File: config.mk
export PLATFORM = sky130hd
export DESIGN_NAME = axicb_scfifo_fwft
export DESIGN_NICKNAME = d
export VERILOG_FILES = /design/src/rtl/axicb_fifo_pkg.sv /design/src/rtl/axicb_fifo_mem.sv /design/src/rtl/axicb_scfifo_fwft.sv
export SDC_FILE = /design/constraint.sdc
export NUM_CORES = 1
export LEC_CHECK = 0
export ABC_CLOCK_PERIOD_IN_PS = 2050
export BUFFER_PORTS_ARGS = -buffer_cell sky130_fd_sc_hd__clkbuf_2
export CAP_MARGIN = 10
export CORE_UTILIZATION = 53
export DETAILED_ROUTE_END_ITERATION = 7
export PLACE_DENSITY = 0.73
export SLEW_MARGIN = 40
export SYNTH_ARGS = -nofsm -noshare
export SYNTH_HDL_FRONTEND = slang
export SYNTH_SLANG_ARGS = --single-unit
File: constraint.sdc
create_clock -name aclk -period 2.05 [get_ports aclk]
set_input_delay 0.1025 -clock aclk [delete_from_list [all_inputs] [get_ports aclk]]
set_output_delay 0.1025 -clock aclk [all_outputs]
set_load 0.005 [all_outputs]
File: src/rtl/axicb_fifo_pkg.sv
// Shared types and helpers for the axicb single-clock FIFO.
//   ptr_w(depth)   : pointer width for a power-of-two depth
//   fifo_status_t  : registered status flags {full, afull, empty, aempty}
//   out_state_e    : output/prefetch stage state
package axicb_fifo_pkg;

    function automatic int unsigned ptr_w(input int unsigned depth);
        return $clog2(depth);
    endfunction

    typedef struct packed {
        logic full;
        logic afull;
        logic empty;
        logic aempty;
    } fifo_status_t;

    typedef enum logic [1:0] {
        StEmpty   = 2'd0,
        StLoading = 2'd1,
        StValid   = 2'd2
    } out_state_e;

endpackage

File: src/rtl/axicb_fifo_mem.sv
// 1W/1R storage for the axicb FIFO.
//   clk              : clock
//   rst / clr        : async / sync clear of the read register only (RD_REG=1)
//   wr_en/wr_addr/wr_data : write port
//   rd_en/rd_addr    : read port (rd_en only matters when RD_REG=1)
//   rd_data          : async read (RD_REG=0) or registered read (RD_REG=1)
module axicb_fifo_mem #(
    parameter int unsigned ADDR_WIDTH = 4,
    parameter int unsigned DATA_WIDTH = 8,
    parameter bit          RD_REG     = 1'b0
) (
    input  logic                  clk,
    input  logic                  rst,
    input  logic                  clr,
    input  logic                  wr_en,
    input  logic [ADDR_WIDTH-1:0] wr_addr,
    input  logic [DATA_WIDTH-1:0] wr_data,
    input  logic                  rd_en,
    input  logic [ADDR_WIDTH-1:0] rd_addr,
    output logic [DATA_WIDTH-1:0] rd_data
);

    logic [DATA_WIDTH-1:0] storage [1 << ADDR_WIDTH];

    always_ff @(posedge clk) begin
        if (wr_en) begin
            storage[wr_addr] <= wr_data;
        end
    end

    if (RD_REG) begin : g_rd_reg
        logic [DATA_WIDTH-1:0] rd_q;

        // Reset here gives a defined data_out after reset; the array itself is not reset.
        always_ff @(posedge clk or posedge rst) begin
            if (rst) begin
                rd_q <= '0;
            end else if (clr) begin
                rd_q <= '0;
            end else if (rd_en) begin
                rd_q <= storage[rd_addr];
            end
        end

        assign rd_data = rd_q;
    end else begin : g_rd_async
        logic unused_rd_ctrl;
        assign unused_rd_ctrl = ^{rst, clr, rd_en};
        assign rd_data        = storage[rd_addr];
    end

endmodule

File: src/rtl/axicb_scfifo_fwft.sv
// Single-clock first-word-fall-through FIFO for crossbar channel buffering.
//   aclk, arst (async, high), srst (sync, high)
//   push/data_in/full/afull           : write side
//   pull/data_out/empty/aempty        : read side, data_out valid while empty=0
//   count                             : entries held, including the output stage
//   overflow/underflow                : one-cycle pulse after a rejected push/pull
// FFD_EN=1 uses a registered memory read; that register is the output stage.
module axicb_scfifo_fwft
    import axicb_fifo_pkg::*;
#(
    parameter int unsigned DATA_WIDTH    = 8,
    parameter int unsigned DEPTH         = 16,
    parameter bit          FFD_EN        = 1'b0,
    parameter int unsigned AFULL_THRESH  = 14,
    parameter int unsigned AEMPTY_THRESH = 2
) (
    input  logic                    aclk,
    input  logic                    arst,
    input  logic                    srst,
    input  logic                    push,
    input  logic [DATA_WIDTH-1:0]   data_in,
    output logic                    full,
    output logic                    afull,
    input  logic                    pull,
    output logic [DATA_WIDTH-1:0]   data_out,
    output logic                    empty,
    output logic                    aempty,
    output logic [$clog2(DEPTH):0]  count,
    output logic                    overflow,
    output logic                    underflow
);

    localparam int unsigned PW = ptr_w(DEPTH);
    localparam int unsigned CW = PW + 1;

    localparam logic [CW-1:0] DEPTH_C  = CW'(DEPTH);
    localparam logic [CW-1:0] AFULL_C  = CW'(AFULL_THRESH);
    localparam logic [CW-1:0] AEMPTY_C = CW'(AEMPTY_THRESH);

    localparam fifo_status_t STATUS_RST = '{full: 1'b0, afull: 1'b0, empty: 1'b1, aempty: 1'b1};

    logic [PW-1:0]   wr_ptr_q, wr_ptr_d, rd_ptr_q, rd_ptr_d;
    logic [CW-1:0]   count_q, count_d;
    out_state_e      state_q, state_d;
    fifo_status_t    status_q, status_d;
    logic            overflow_q, underflow_q;
    logic            push_ok, pull_ok, load, out_held, mem_empty;
    logic [DATA_WIDTH-1:0] mem_rd_data;

    assign push_ok = push & ~status_q.full & ~srst;
    assign pull_ok = pull & ~status_q.empty & ~srst;

    // With FFD_EN=1 the head entry lives in the read register, not in memory.
    assign out_held  = FFD_EN && (state_q == StValid);
    assign mem_empty = (count_q == CW'(out_held));

    always_comb begin
        count_d = count_q;
        if (push_ok && !pull_ok) begin
            count_d = count_q + CW'(1);
        end else if (!push_ok && pull_ok) begin
            count_d = count_q - CW'(1);
        end

        state_d = state_q;
        load    = 1'b0;
        if (!FFD_EN) begin
            state_d = (count_d != '0) ? StValid : StEmpty;
        end else begin
            unique case (state_q)
                StEmpty: begin
                    if (push_ok) state_d = StLoading;
                end
                StLoading: begin
                    load    = 1'b1;
                    state_d = StValid;
                end
                StValid: begin
                    if (pull_ok) begin
                        if (!mem_empty) begin
                            load = 1'b1;
                        end else if (push_ok) begin
                            // Entry being written now needs one read cycle.
                            state_d = StLoading;
                        end else begin
                            state_d = StEmpty;
                        end
                    end
                end
                default: state_d = StEmpty;
            endcase
        end

        wr_ptr_d = wr_ptr_q + PW'(push_ok);
        rd_ptr_d = rd_ptr_q + PW'(FFD_EN ? load : pull_ok);

        if (srst) begin
            count_d  = '0;
            state_d  = StEmpty;
            wr_ptr_d = '0;
            rd_ptr_d = '0;
            load     = 1'b0;
        end

        status_d = '{
            full:   (count_d == DEPTH_C),
            afull:  (count_d >= AFULL_C),
            empty:  (state_d != StValid),
            aempty: (count_d <= AEMPTY_C)
        };
    end

    always_ff @(posedge aclk or posedge arst) begin
        if (arst) begin
            wr_ptr_q    <= '0;
            rd_ptr_q    <= '0;
            count_q     <= '0;
            state_q     <= StEmpty;
            status_q    <= STATUS_RST;
            overflow_q  <= 1'b0;
            underflow_q <= 1'b0;
        end else begin
            wr_ptr_q    <= wr_ptr_d;
            rd_ptr_q    <= rd_ptr_d;
            count_q     <= count_d;
            state_q     <= state_d;
            status_q    <= status_d;
            overflow_q  <= push & status_q.full & ~srst;
            underflow_q <= pull & status_q.empty & ~srst;
        end
    end

    axicb_fifo_mem #(
        .ADDR_WIDTH (PW),
        .DATA_WIDTH (DATA_WIDTH),
        .RD_REG     (FFD_EN)
    ) u_mem (
        .clk     (aclk),
        .rst     (arst),
        .clr     (srst),
        .wr_en   (push_ok),
        .wr_addr (wr_ptr_q),
        .wr_data (data_in),
        .rd_en   (load),
        .rd_addr (rd_ptr_q),
        .rd_data (mem_rd_data)
    );

    assign full      = status_q.full;
    assign afull     = status_q.afull;
    assign empty     = status_q.empty;
    assign aempty    = status_q.aempty;
    assign count     = count_q;
    assign overflow  = overflow_q;
    assign underflow = underflow_q;
    // Async read shows stale storage when empty; force zero there.
    assign data_out  = (!FFD_EN && status_q.empty) ? '0 : mem_rd_data;

endmodule

; Word level (Yosys, flattened, before mapping)
; Memory sizes are Yosys's and may differ from the RTL's.
; Cells that the tools add are included.
[word_totals]
reg_bits = 19
latchBits = 0
mem_bits_rw = 128
romBits = 0
inputBits = 13
output_inout_bits = 19
elab_cells = 44
mem_count = 1
[memory_table]
columns = memory, words, width, read_ports, rd_clocked_by_memory_dff, write_ports, line_no
row1 = u_mem.storage, 16, 8, 1, 0, 1, axicb_fifo_mem.sv:23  ; logic [DATA_WIDTH-1:0] storage [1 << ADDR_WIDTH];
[op_classes]
add_sub_neg = 4
n_mul = 0
div_mod_pow = 0
n_lt_le_gt_ge = 2
n_eq_ne = 2
n_shift = 0
n_mux = 10
n_bitwise = 11
n_reduce_logical = 5
[op_table]
columns = cell, count
row1 = $mux 5, 3
row2 = $add 4x1->4, 2
row3 = $and 1x1->1, 8
row4 = $mux 4, 2
row5 = $mux 8, 1
row6 = $add 5x1->5 const B, 1
row7 = $eq 5x5->1 const B, 1
row8 = $ge 5x4->1 const B, 1
row9 = $le 5x2->1 const B, 1
row10 = $reduce_bool 5->1, 1
row11 = $sub 5x1->5 const B, 1
row12 = $mux 2, 2
row13 = $not 1->1, 3
row14 = $logic_and 1x1->1, 2
row15 = $logic_not 1->1, 2
row16 = $mux 1, 2
row17 = $ne 2x2->1 const B, 1

; Depth between registers and ports, before layout
[depth]
ltp_word = 11
mapped_depth = 8
ltp_nobuf = 7

; Modules after synthesis
; Synthesis repeated with hierarchy kept, for this count alone.
[hier_totals]
cells_unflattened = 336
area_unflattened_um2 = 6138.4
[by_module_without_submodules]
columns = mod, instances, cells_each, area_each_um2, seq_area_each_um2
row1 = axicb_fifo_mem, 1, 221, 4987.3, 3843.7
row2 = axicb_scfifo_fwft, 1, 115, 1151.1, 478.0

; Worst setup path after synthesis
; Ideal clock, no wire load.
[synth_timing]
path_kind = reg-to-reg
start = reg status_q, in the netlist full
end = mem u_mem.storage[0][0], enable pin
setup_ns = 0.383
arrival_ns = 1.865
required_ns = 1.667
path_slack_ns = -0.199
path_stages_with_launch = 5
path_buffers = 1
cell_sequence = dfrtp_1 -> or3b_1 -> buf_6 -> or3_1 -> nor3_1
[synth_via]
elab_chain_len = 5
[synth_rtl]
columns = element, line_no
row1 = "start, declared", axicb_scfifo_fwft.sv:45  ; fifo_status_t status_q, status_d;
row2 = "start signal, assigned", axicb_scfifo_fwft.sv:127  ; status_q <= status_d;
row3 = $not 1->1, axicb_scfifo_fwft.sv:50  ; assign push_ok = push & ~status_q.full & ~srst;
row4 = $and 1x1->1 (2 in a row), axicb_scfifo_fwft.sv:50
row5 = $mux 1, axicb_fifo_mem.sv:26  ; if (wr_en) begin
row6 = $mux 1 (not written as such), axicb_fifo_mem.sv:27  ; storage[wr_addr] <= wr_data;
row7 = "end, declared", axicb_fifo_mem.sv:23
; No other way between the ends.

; Worst setup path after layout
[layout_timing]
start = reg rd_ptr_q[0]
end = out data_out[5]
[layout_via]
elab_chain_len = 2
[layout_rtl]
columns = element, line_no
row1 = "start, declared", axicb_scfifo_fwft.sv:42  ; logic [PW-1:0] wr_ptr_q, wr_ptr_d, rd_ptr_q, rd_ptr_d;
row2 = "start signal, assigned", axicb_scfifo_fwft.sv:124  ; rd_ptr_q <= rd_ptr_d;
row3 = $mem_v2 16x8, n/a
row4 = $mux 8, axicb_scfifo_fwft.sv:157  ; assign data_out = (!FFD_EN && status_q.empty) ? '0 : mem_rd_data;
row5 = "end, declared", axicb_scfifo_fwft.sv:25  ; output logic [DATA_WIDTH-1:0] data_out,
; No other way between the ends.

==> metrics.md <==
| Metric | Value |
|---|---|
| Synth Net Count | 332 |
| P&R area growth vs syn | 19.0% |
| CTS root buffer | clkbuf_16 |
| Worst hold stages | 3 |
| Slack of the critical path | -0.387 ns |
| Row Count | 38 |
| Placed cell count | 495 |
| Global-route wire length before repair | 18400 um |
| Post-place setup slack | -0.0362 ns |
| Buffers added on ports | 31 |
| GPL Wtd Cong | 0.791 |
| CTS tree | done |
| Final wirelength | 12000 um |
| Tcrit/Tclk final | 119% |
| Seq cells post-synth | 147 |
| DIE AREA | 11800 um2 |
| Most common cell on crit path | mux4_2 |
| Avg Synthesized Cell Area | 19.2 um2 |
| Num CTS Buffers | 17 |
| DR iter-0 viols | 252 |
| Sequential share of the synthesized area | 72.0% |
| CP peak stage delay | 0.56 ns |
| Worst VDD drop | 0.509 mV |
| Max Slew Vio Count | 0 |
| Unique masters post-synth | 44 |
| Final hold vios | 0 |
| Largest fanout on the critical path | 19 |
| P_leak | 2.51 nW |
| Synthesized cell area | 6000 um2 |
| Fmax | 410 MHz |
| Setup violations, final | 8 |
| Post-layout net count | 397 |
| Most common cell after layout, fill and taps aside | edfxtp_1 |
| Antenna-violating nets left | 0 |
| Crit end category | output port |
| Worst Path Required | 1.95 ns |
| WP buf/inv | 2 |
| Top Family by Delay on Critical Path | multiplexers |
| Core area | 10900 um2 |
| Tmin final | 2.44 ns |
| Cell Chain, Critical Path | buf_12, mux4_2, mux4_2, nor2b_1, clkbuf_2 |
| RSZ-0062 raised after global routing | true |
| R2R depth | 6 |
| Area of the multi-input gates | 1630 um2 |
| Starting density of the core | 54.9% |
| Max Root-Sink Buffers | 2 |
| Clock-pin slew on the worst setup and hold paths | 0.06 ns |
| Clock sinks | 147 |
| Worst min path class | in2reg |
| Via count | 3143 |
| DRT Pass-1 Iters | 4 |
| Drt wl/cell | 22.6 um |
| Gr usage total | 22.4% |
| Total gr overflow | 0 |
| Vias/cell | 5.92 |
| Total number of cells along the worst setup path | 5 |
| Maxcap violations | 0 |
| Vias in the first global route | 3154 |
| Fillers | 739 |
| Worst path arrival time | 2.33 ns |
| Detailed Place HPWL | 7440 um |
| Die width | 108 um |
| Largest net degree at the start of global routing | 35 |
| CP Launch Type | flop |
| Failing checks | setup timing |
| Outcome | complete, but fails checks |
| Cells after synthesis | 313 |
| Worst slew margin | 54.5% |
| DRC viols | 0 |
| Ports | 32 |
| CP Class | reg2out |
| Clock Latency Late Sink | 0.41 ns |
| CP max stage cell | mux4_2 |
| Layout cells sized above 1 | 37.9% |
| Worst Tran Pin Value | 0.678 ns |
| Synth warn | 0 |
| Register area | 4320 um2 |
| Initial antenna violation count | 0 |
| N_diodes | 0 |
| Commonest cells after routing, fill and taps aside | edfxtp_1, mux4_2, clkbuf_2 |
| Final Non-Filler Cells | 531 |
| Clock Skew | 0.00367 ns |
| H-tree depth | 4 |
| Core Util, Final | 65.3% |
| Die Span Y | 108 um |
| Pwr Density | 1000 nW/um2 |
[worst paths after layout]
| check | from | to | slack [ns] |
|---|---|---|---|
| hold reg to reg | full | overflow | 0.64 |
| hold / removal | srst | rd_ptr_q[0] | 0.1 |
| max in group asynchronous | arst | rd_ptr_q[0] | 1.44 |
| min in group asynchronous | arst | count[4] | 0.25 |
| setup reg to reg | full | empty | 0.06 |
| setup / recovery | rd_ptr_q[0] | data_out[5] | -0.39 |
[power breakdown]
group          switching (mW)  internal (mW)
Combinational           0.446          0.431
Sequential             0.0490           3.34
Clock                    1.22           1.67
[cells in the mapped netlist, drive strengths merged]
master,n,area [um2]
edfxtp,128,3840
mux4,40,901
nor2,21,78.8
dfrtp,17,425
nor2b,14,87.6
clkbuf,11,42.5
nor3,9,45.0
nand2,7,26.3
buf,6,33.8
ha,6,75.1
inv,5,18.8
nand2b,5,31.3
xnor2,5,43.8
nand3,4,25.0
and3,3,18.8
xor2,3,26.3
a211oi,2,15.0
a31o,2,17.5
and2,2,12.5
and3b,2,17.5
dfstp,2,52.6
a2111oi,1,15.0
a211o,1,8.76
a21o,1,7.51
a21oi,1,5.00
a22oi,1,7.51
a32oi,1,8.76
clkinv,1,8.76
mux2,1,15.0
mux2i,1,10.0
nor4,1,6.26
nor4bb,1,10.0
o21a,1,7.51
o21ai,1,5.00
o22a,1,8.76
o32ai,1,8.76
o41ai,1,8.76
or2,1,6.26
or3,1,6.26
or3b,1,8.76
[state kept, by name (all words and copies together) (netlist names)]
name / flops
full: 1
aempty: 1
rd_ptr_q: 4
overflow: 1
u_mem.storage: 128
wr_ptr_q: 4
count: 5
underflow: 1
empty: 1
afull: 1
[cells by family (layout without fill, tap and decap cells)]
logic type / count (synthesis) / count (layout) / synth area share, %
AOI/OAI and AO/OA: 15 / 15 / 2.06
xor gates and xnor gates: 8 / 8 / 1.17
adders and majority gates: 6 / 6 / 1.25
buffers and inverters: 23 / 101 / 1.73
DFF: 147 / 147 / 72.0
muxes: 42 / 42 / 15.4
and+or+nand+nor: 72 / 72 / 6.34
[tightest hold or removal path: cells and delay by family]
family | cells | cell delay [ns]
simple gates | 1 | 0.07
buf+inv | 2 | 0.30
[per-layer routing]
layer  track usage (%)  vias up  routed length (um)
met1              32.4     1624                5250
met2              34.4      130                5810
met3              5.55       11                 794
li1                  -     1378                   -
met4              6.27        0                 120
met5                 0        -                   0
[layout make-up]
cell class	instances	area share, %
inverters	6	0.385
clock buffers	17	5.96
multi-input cells	143	22.9
well taps	140	2.45
flip-flops and latches	147	60.5
repair buffers	63	5.99
clock inverters	15	1.82
[stage by stage]
stage | TNS (ns) | total power, mW | instance area (um2) | hold WS (ns)
2_1_floorplan | 0 | 3.96 | 6030 | 0.0521
3_3_place_gp | 0 | 4.26 | 6510 | 0.233
3_5_place_dp | -0.0362 | 4.28 | 6510 | 0.252
4_1_cts | -3.15 | 7.17 | 7100 | 0.0694
5_1_grt | -3.52 | 7.40 | 7140 | 0.0954
6_report | -2.95 | 7.16 | 7140 | 0.0993
[timing repair]
action	in CTS	in global routing
hold buffers	3	0
setup buffers	0	1
gates resized for setup	1	5
pin swaps	0	3
endpoints found under the setup margin	10	10
endpoints found under the hold margin	19	0
No activity file was read; power rests on OpenSTA's default activity.
